<file path="src/rtl/ct_had_xtrig_pkg.sv">
// Shared constants for the HAD cross-trigger unit: register offsets,
// APB FSM state encoding and APB error causes.
package ct_had_xtrig_pkg;

  localparam logic [7:0] OFF_CTRL        = 8'h00;
  localparam logic [7:0] OFF_HALT_GRP    = 8'h04;
  localparam logic [7:0] OFF_RESUME_GRP  = 8'h08;
  localparam logic [7:0] OFF_HALT_PEND   = 8'h0C;
  localparam logic [7:0] OFF_RESUME_PEND = 8'h10;
  localparam logic [7:0] OFF_SW_HALT     = 8'h14;
  localparam logic [7:0] OFF_SW_RESUME   = 8'h18;
  localparam logic [7:0] OFF_CLR         = 8'h1C;

  typedef enum logic [1:0] {
    APB_IDLE = 2'd0,
    APB_WAIT = 2'd1,
    APB_RESP = 2'd2
  } apb_state_e;

  typedef enum logic [1:0] {
    ERR_NONE     = 2'd0,
    ERR_UNMAPPED = 2'd1,
    ERR_MISALIGN = 2'd2,
    ERR_RO_WRITE = 2'd3
  } apb_err_e;

endpackage

</file>
<file path="src/rtl/ct_had_xtrig_apb.sv">
// APB slave with one wait state: address decode, register file and
// write-1 pulses toward the cross-trigger pending logic.
module ct_had_xtrig_apb
  import ct_had_xtrig_pkg::*;
#(
  parameter int NUM_CORES = 4,
  parameter int PADDR_W   = 8
) (
  input  logic                 clk,
  input  logic                 rst,
  input  logic                 psel,
  input  logic                 penable,
  input  logic                 pwrite,
  input  logic [PADDR_W-1:0]   paddr,
  input  logic [31:0]          pwdata,
  input  logic [NUM_CORES-1:0] halt_pend,
  input  logic [NUM_CORES-1:0] resume_pend,
  output logic [31:0]          prdata,
  output logic                 pready,
  output logic                 perr,
  output logic                 xtrig_en,
  output logic [NUM_CORES-1:0] halt_grp,
  output logic [NUM_CORES-1:0] resume_grp,
  output logic [NUM_CORES-1:0] sw_halt,
  output logic [NUM_CORES-1:0] sw_resume,
  output logic [NUM_CORES-1:0] clr
);

  apb_state_e             state_q, state_d;
  apb_err_e               err_q, err_d, dec_err;
  logic [PADDR_W-1:0]     addr_q, addr_d;
  logic [NUM_CORES-1:0]   wdata_q, wdata_d;
  logic                   write_q, write_d;
  logic [31:0]            rdata_q, rdata_d, dec_rdata;
  logic                   en_q, en_d;
  logic [NUM_CORES-1:0]   hgrp_q, hgrp_d;
  logic [NUM_CORES-1:0]   rgrp_q, rgrp_d;
  logic                   unused_pwdata;

  assign unused_pwdata = ^pwdata[31:NUM_CORES];

  always_comb begin
    dec_err   = ERR_NONE;
    dec_rdata = '0;
    if (paddr[1:0] != 2'b00) begin
      dec_err = ERR_MISALIGN;
    end else begin
      case (paddr)
        PADDR_W'(OFF_CTRL):       dec_rdata = {31'd0, en_q};
        PADDR_W'(OFF_HALT_GRP):   dec_rdata = 32'(hgrp_q);
        PADDR_W'(OFF_RESUME_GRP): dec_rdata = 32'(rgrp_q);
        PADDR_W'(OFF_HALT_PEND): begin
          dec_rdata = 32'(halt_pend);
          if (pwrite) dec_err = ERR_RO_WRITE;
        end
        PADDR_W'(OFF_RESUME_PEND): begin
          dec_rdata = 32'(resume_pend);
          if (pwrite) dec_err = ERR_RO_WRITE;
        end
        PADDR_W'(OFF_SW_HALT), PADDR_W'(OFF_SW_RESUME), PADDR_W'(OFF_CLR):
          dec_rdata = '0;
        default: dec_err = ERR_UNMAPPED;
      endcase
    end
  end

  // Read data and error are captured at accept; the write commits in RESP
  always_comb begin
    state_d   = state_q;
    err_d     = err_q;
    addr_d    = addr_q;
    wdata_d   = wdata_q;
    write_d   = write_q;
    rdata_d   = rdata_q;
    en_d      = en_q;
    hgrp_d    = hgrp_q;
    rgrp_d    = rgrp_q;
    sw_halt   = '0;
    sw_resume = '0;
    clr       = '0;
    pready    = 1'b0;
    perr      = 1'b0;
    prdata    = '0;
    case (state_q)
      APB_IDLE: begin
        if (psel && penable) begin
          state_d = APB_WAIT;
          err_d   = dec_err;
          addr_d  = paddr;
          wdata_d = pwdata[NUM_CORES-1:0];
          write_d = pwrite;
          rdata_d = dec_rdata;
        end
      end
      APB_WAIT: state_d = APB_RESP;
      APB_RESP: begin
        state_d = APB_IDLE;
        pready  = 1'b1;
        perr    = (err_q != ERR_NONE);
        prdata  = rdata_q;
        if (write_q && (err_q == ERR_NONE)) begin
          case (addr_q)
            PADDR_W'(OFF_CTRL):       en_d      = wdata_q[0];
            PADDR_W'(OFF_HALT_GRP):   hgrp_d    = wdata_q;
            PADDR_W'(OFF_RESUME_GRP): rgrp_d    = wdata_q;
            PADDR_W'(OFF_SW_HALT):    sw_halt   = wdata_q;
            PADDR_W'(OFF_SW_RESUME):  sw_resume = wdata_q;
            PADDR_W'(OFF_CLR):        clr       = wdata_q;
            default: ;
          endcase
        end
      end
      default: state_d = APB_IDLE;
    endcase
  end

  always_ff @(posedge clk) begin
    if (rst) begin
      state_q <= APB_IDLE;
      err_q   <= ERR_NONE;
      addr_q  <= '0;
      wdata_q <= '0;
      write_q <= 1'b0;
      rdata_q <= '0;
      en_q    <= 1'b0;
      hgrp_q  <= '0;
      rgrp_q  <= '0;
    end else begin
      state_q <= state_d;
      err_q   <= err_d;
      addr_q  <= addr_d;
      wdata_q <= wdata_d;
      write_q <= write_d;
      rdata_q <= rdata_d;
      en_q    <= en_d;
      hgrp_q  <= hgrp_d;
      rgrp_q  <= rgrp_d;
    end
  end

  assign xtrig_en   = en_q;
  assign halt_grp   = hgrp_q;
  assign resume_grp = rgrp_q;

endmodule

</file>
<file path="src/rtl/ct_had_xtrig.sv">
// HAD cross-trigger unit: broadcasts held halt/resume requests across
// programmable core groups until each target core acknowledges.
module ct_had_xtrig
  import ct_had_xtrig_pkg::*;
#(
  parameter int NUM_CORES = 4,
  parameter int PADDR_W   = 8
) (
  input  logic                 forever_cpuclk,
  input  logic                 cpurst,
  input  logic [NUM_CORES-1:0] core_enter_dbg_req_o,
  input  logic [NUM_CORES-1:0] core_exit_dbg_req_o,
  input  logic [NUM_CORES-1:0] core_dbg_ack_pc,
  output logic [NUM_CORES-1:0] core_enter_dbg_req_i,
  output logic [NUM_CORES-1:0] core_exit_dbg_req_i,
  input  logic                 psel_had,
  input  logic                 penable_had,
  input  logic                 pwrite_had,
  input  logic [PADDR_W-1:0]   paddr_had,
  input  logic [31:0]          pwdata_had,
  output logic [31:0]          prdata_had,
  output logic                 pready_had,
  output logic                 perr_had
);

  logic                 xtrig_en;
  logic [NUM_CORES-1:0] halt_grp, resume_grp, sw_halt, sw_resume, clr;
  logic [NUM_CORES-1:0] enter_q, enter_qq, exit_q, exit_qq;
  logic [NUM_CORES-1:0] halt_pend_q, halt_pend_d, resume_pend_q, resume_pend_d;
  logic [NUM_CORES-1:0] halt_src, resume_src, halt_set, resume_set;

  ct_had_xtrig_apb #(
    .NUM_CORES (NUM_CORES),
    .PADDR_W   (PADDR_W)
  ) u_apb (
    .clk         (forever_cpuclk),
    .rst         (cpurst),
    .psel        (psel_had),
    .penable     (penable_had),
    .pwrite      (pwrite_had),
    .paddr       (paddr_had),
    .pwdata      (pwdata_had),
    .halt_pend   (halt_pend_q),
    .resume_pend (resume_pend_q),
    .prdata      (prdata_had),
    .pready      (pready_had),
    .perr        (perr_had),
    .xtrig_en    (xtrig_en),
    .halt_grp    (halt_grp),
    .resume_grp  (resume_grp),
    .sw_halt     (sw_halt),
    .sw_resume   (sw_resume),
    .clr         (clr)
  );

  always_comb begin
    halt_src      = xtrig_en ? (enter_q & ~enter_qq & halt_grp)  : '0;
    resume_src    = xtrig_en ? (exit_q  & ~exit_qq  & resume_grp) : '0;
    halt_set      = sw_halt;
    resume_set    = sw_resume;
    halt_pend_d   = halt_pend_q;
    resume_pend_d = resume_pend_q;
    for (int k = 0; k < NUM_CORES; k++) begin
      // A core never triggers itself; only other group members count
      if (halt_grp[k] && !core_dbg_ack_pc[k] &&
          |(halt_src & ~(NUM_CORES'(1) << k)))
        halt_set[k] = 1'b1;
      if (resume_grp[k] && core_dbg_ack_pc[k] &&
          |(resume_src & ~(NUM_CORES'(1) << k)))
        resume_set[k] = 1'b1;
      // Ack level clears one pending and gates the set of the other
      if (clr[k]) begin
        halt_pend_d[k]   = 1'b0;
        resume_pend_d[k] = 1'b0;
      end else if (core_dbg_ack_pc[k]) begin
        halt_pend_d[k]   = 1'b0;
        resume_pend_d[k] = resume_pend_q[k] | resume_set[k];
      end else begin
        resume_pend_d[k] = 1'b0;
        halt_pend_d[k]   = halt_pend_q[k] | halt_set[k];
      end
    end
  end

  always_ff @(posedge forever_cpuclk) begin
    if (cpurst) begin
      enter_q       <= '0;
      enter_qq      <= '0;
      exit_q        <= '0;
      exit_qq       <= '0;
      halt_pend_q   <= '0;
      resume_pend_q <= '0;
    end else begin
      enter_q       <= core_enter_dbg_req_o;
      enter_qq      <= enter_q;
      exit_q        <= core_exit_dbg_req_o;
      exit_qq       <= exit_q;
      halt_pend_q   <= halt_pend_d;
      resume_pend_q <= resume_pend_d;
    end
  end

  assign core_enter_dbg_req_i = halt_pend_q;
  assign core_exit_dbg_req_i  = resume_pend_q;

endmodule

</file>
<file path="config.mk">
export PLATFORM = sky130hd
export DESIGN_NAME = ct_had_xtrig
export DESIGN_NICKNAME = d
export VERILOG_FILES = /design/src/rtl/ct_had_xtrig_pkg.sv /design/src/rtl/ct_had_xtrig_apb.sv /design/src/rtl/ct_had_xtrig.sv
export SDC_FILE = /design/constraint.sdc
export NUM_CORES = 1
export LEC_CHECK = 0
export CAP_MARGIN = 20
export CORE_MARGIN = 2
export CORE_UTILIZATION = 35
export CTS_BUF_LIST = sky130_fd_sc_hd__clkbuf_8
export CTS_CLUSTER_SIZE = 30
export DETAILED_ROUTE_END_ITERATION = 7
export GPL_TIMING_DRIVEN = 0
export PLACE_DENSITY = 0.66
export RECOVER_POWER = 25
export SLEW_MARGIN = 20
export SYNTH_ARGS = -nofsm -noshare
export SYNTH_HDL_FRONTEND = slang
export SYNTH_SLANG_ARGS = --single-unit
</file>
<file path="constraint.sdc">
create_clock -name forever_cpuclk -period 2.05 [get_ports forever_cpuclk]
set_input_delay 0.3075 -clock forever_cpuclk [delete_from_list [all_inputs] [get_ports forever_cpuclk]]
set_output_delay 0.3075 -clock forever_cpuclk [all_outputs]
set_load 0.01 [all_outputs]
</file>
==> results.yml <==
synth:
  synth-compound-area-share: 0.141
  synth_area_sq_mm: 0.00258
  synth_commonest_cells: "dfxtp_1, buf_4, nand2_1, nor2_1, nor2b_1"
  synth_top_cell_by_area: "dfxtp_1"
  ys_warn_count: 0
  synth_top_family_by_area: "simple AND/OR/NAND/NOR gates"
  synth_cell_types: 38
  synth_top_area_share: 0.419
  synth_area_leaders: "dfxtp_1, buf_4, mux2i_1"
  synth_fa_ha_area_frac: 0
  ys_ff_latch: 54
  postSynthCellCount: 281
  synth.yosys.seq_area_share: 0.419
  synthXorXnorAreaFrac: 0
  ys_async_sr_fraction: 0
  synth_mux_area_frac: 0.0557
  synth-edff-count: 0
  synth_most_common_cell: "dfxtp_1"
  avgSynthCellArea_sq_um: 9.19
  synthSimpleGateAreaFrac: 0.263
  synth_flop_cell: "dfxtp_1"
critical_path:
  worst_setup_path_end_kind: "output pin"
  reg2regPathDepth: 4
  start_kind: "flop"
  crit_type: "flop to output pin"
  r2r_slack_ps: 110
  cp_data_arrival_time_ps: 1690
  timing.rr.end: "core_enter_dbg_req_i[0]"
  cp_slowest_cell: "clkdlybuf4s50_1"
  worstPathMaxFanout: 4
  max_stage_delay_ps: 470
  cp.required_ps: 1740
  worstPathCellList: "or2_2 > and2_1 > clkdlybuf4s50_1"
  r2r_start: "u_apb.state_q[0]"
status:
  status: "complete, no violations"
timing:
  grt_setup_unrepaired: "false"
  worst-slew-pin-transition_ps: 646
  whs_ps: 387
  finalMaxSlewViolations: 0
  hold_viol_final: 0
  fin_ws_ps: 52.7
  skew_ps: 4.71
  setup_viol_count_final: 0
  slew-limit-headroom: 0.563
  setup_tns_ps: 0
  period_share: 0.974
  fmax_mhz: 501
  fin_crit_ps: 2000
floorplanning:
  chipHeight_um: 89.9
  ios: 99
  start_util: 0.358
  coreArea_sq_mm: 0.00721
  dieArea_sq_mm: 0.00808
  fp.dieW_um: 89.9
  fp-row-count: 31
routing:
  ant_nets: 0
  wl_per_cell_um: 12.8
  wirelength_um: 5860
  route.detailed.drc: 0
  firstDrtPassIters: 4
  drt_iter0_drc: 87
  via_count: 2095
  vias_per_cell: 4.58
pwr:
  swShare: 0.248
  pwr_density_cell_mw_per_mm2: 589
  power.share.clock: 0.316
  pwr-share-seq: 0.564
  comb_power_share: 0.120
  peakVddDrop_mv: 0.303
  power.leakage_nw: 1.28
  p_switching_mw: 0.484
  intPower_mw: 1.47
clock_network:
  insertion_delay_ps: 310
  root_buffer: "clkbuf_8"
  h-tree-depth: 2
  numClockSinks: 54
  path_clk_slew_ps: 90
  cts_buffers: 5
  cts_buffer_depth: 2
  ctsHoldBuffers: 0
  cts_tree: "yes"
min_path:
  worstHoldEndpoint: "u_apb.addr_q[2]"
  worstHoldStart: "paddr_had[2]"
  hold_depth: 3
  hp-class: "input port to flop"
placement:
  dp_slack_ps: -220
  dpl.hpwl_um: 4510
  place_congestion: 0.809
  portBuffers: 39
global_route:
  antenna_found_initial: 0
  grt_pass1_wl_um: 9490
  grt_use_total: 0.146
  grt_max_degree: 17
  overflow: 0
  grt_pass1_vias: 1921
finish:
  drive_above_1_share: 0.165
  diodes: 0
  final_net_count: 414
  fillCellCount: 712
  seq_area_sq_mm: 0.00108
  syn_to_final_growth_pct: 28.4
  multi_input_area_sq_mm: 0.00129
  utilization: 0.460
flow_run:
  maxCapViolCount: 0
[timing repair]
item	4_1_cts	5_1_grt
gates resized for setup	0	2
setup buffers	0	3
endpoints found under the setup margin	0	3
hold endpoints to repair	0	0
[layout by cell type (no fill, tap or decap), drive strengths merged, types with 11 or more instances in the layout]
cell type and count:
inv 12, nor2b 17, dfxtp 54, a21oi 15, nand2 28, clkbuf 20
clkdlybuf4s50 39, buf 31, nor2 19, mux2i 11, conb 28
[kinds of logic (layout without fill, tap and decap cells)]
| logic type | Yosys count | after routing |
|---|---|---|
| mux | 14 | 14 |
| compound gates | 47 | 47 |
| simple gates | 111 | 111 |
| buf+inv | 54 | 104 |
| other cells | 1 | 28 |
| flops | 54 | 54 |
[sequential cells by signal, indices dropped and copies added (netlist names)]
register,count
u_apb.write_q,1
u_apb.wdata_q,4
u_apb.rdata_q,4
u_apb.xtrig_en,1
u_apb.resume_grp,4
core_exit_dbg_req_i,4
enter_qq,4
exit_qq,4
u_apb.addr_q,8
u_apb.err_q,2
core_enter_dbg_req_i,4
exit_q,4
u_apb.state_q,2
u_apb.halt_grp,4
enter_q,4
[routing by layer]
metal | routed length [um] | GRT usage
met5 | 0 | 0
met4 | 139 | 0.0564
met3 | 349 | 0.0302
met2 | 2660 | 0.242
met1 | 2700 | 0.188
[power by group through the flow]
| stage | sequential [mW] | combinational (mW) | clock (mW) |
|---|---|---|---|
| after floorplan | 1.12 | 0.154 | 0 |
| after global placement | 1.13 | 0.230 | 0 |
| after detailed placement | 1.13 | 0.233 | 0 |
| after CTS | 1.10 | 0.233 | 0.634 |
| after global routing | 1.11 | 0.257 | 0.681 |
| final | 1.10 | 0.234 | 0.618 |
[layout make-up]
class,count,area share
Multi-Input combinational cell,200,0.390
Sequential cell,54,0.326
Timing Repair Buffer,42,0.125
Buffer,42,0.0796
Tap cell,99,0.0374
Clock buffer,6,0.0249
Inverter,12,0.0136
Clock inverter,2,0.00377
[worst max-delay path by stage]
stage | start | endpoint | slack [ps] | cells after the start
after floorplan | u_apb.state_q[0] | core_exit_dbg_req_i[2] | 230 | 4
after global placement | penable_had | u_apb.rdata_q[0] | -200 | 6
after detailed placement | penable_had | u_apb.rdata_q[0] | -220 | 6
after CTS | u_apb.state_q[0] | core_exit_dbg_req_i[2] | 30 | 4
after global routing | u_apb.state_q[0] | core_exit_dbg_req_i[3] | 3 | 4
final | u_apb.err_q[0] | perr_had | 50 | 3
[through the flow]
step,instances,power (mW),cell area (sq um)
detailed placement,446,1.36,3200
floorplan,308,1.27,2680
CTS,454,1.97,3290
global placement,446,1.36,3200
finish,457,1.95,3320
global route,457,2.05,3320
[critical path, delay by kind of cell, from the launching register on]
kind	cells	cell delay [ps]
DFF	1	330
and+or+nand+nor	2	580
buffers and inverters	1	470
(Power assumes the default switching activity.)
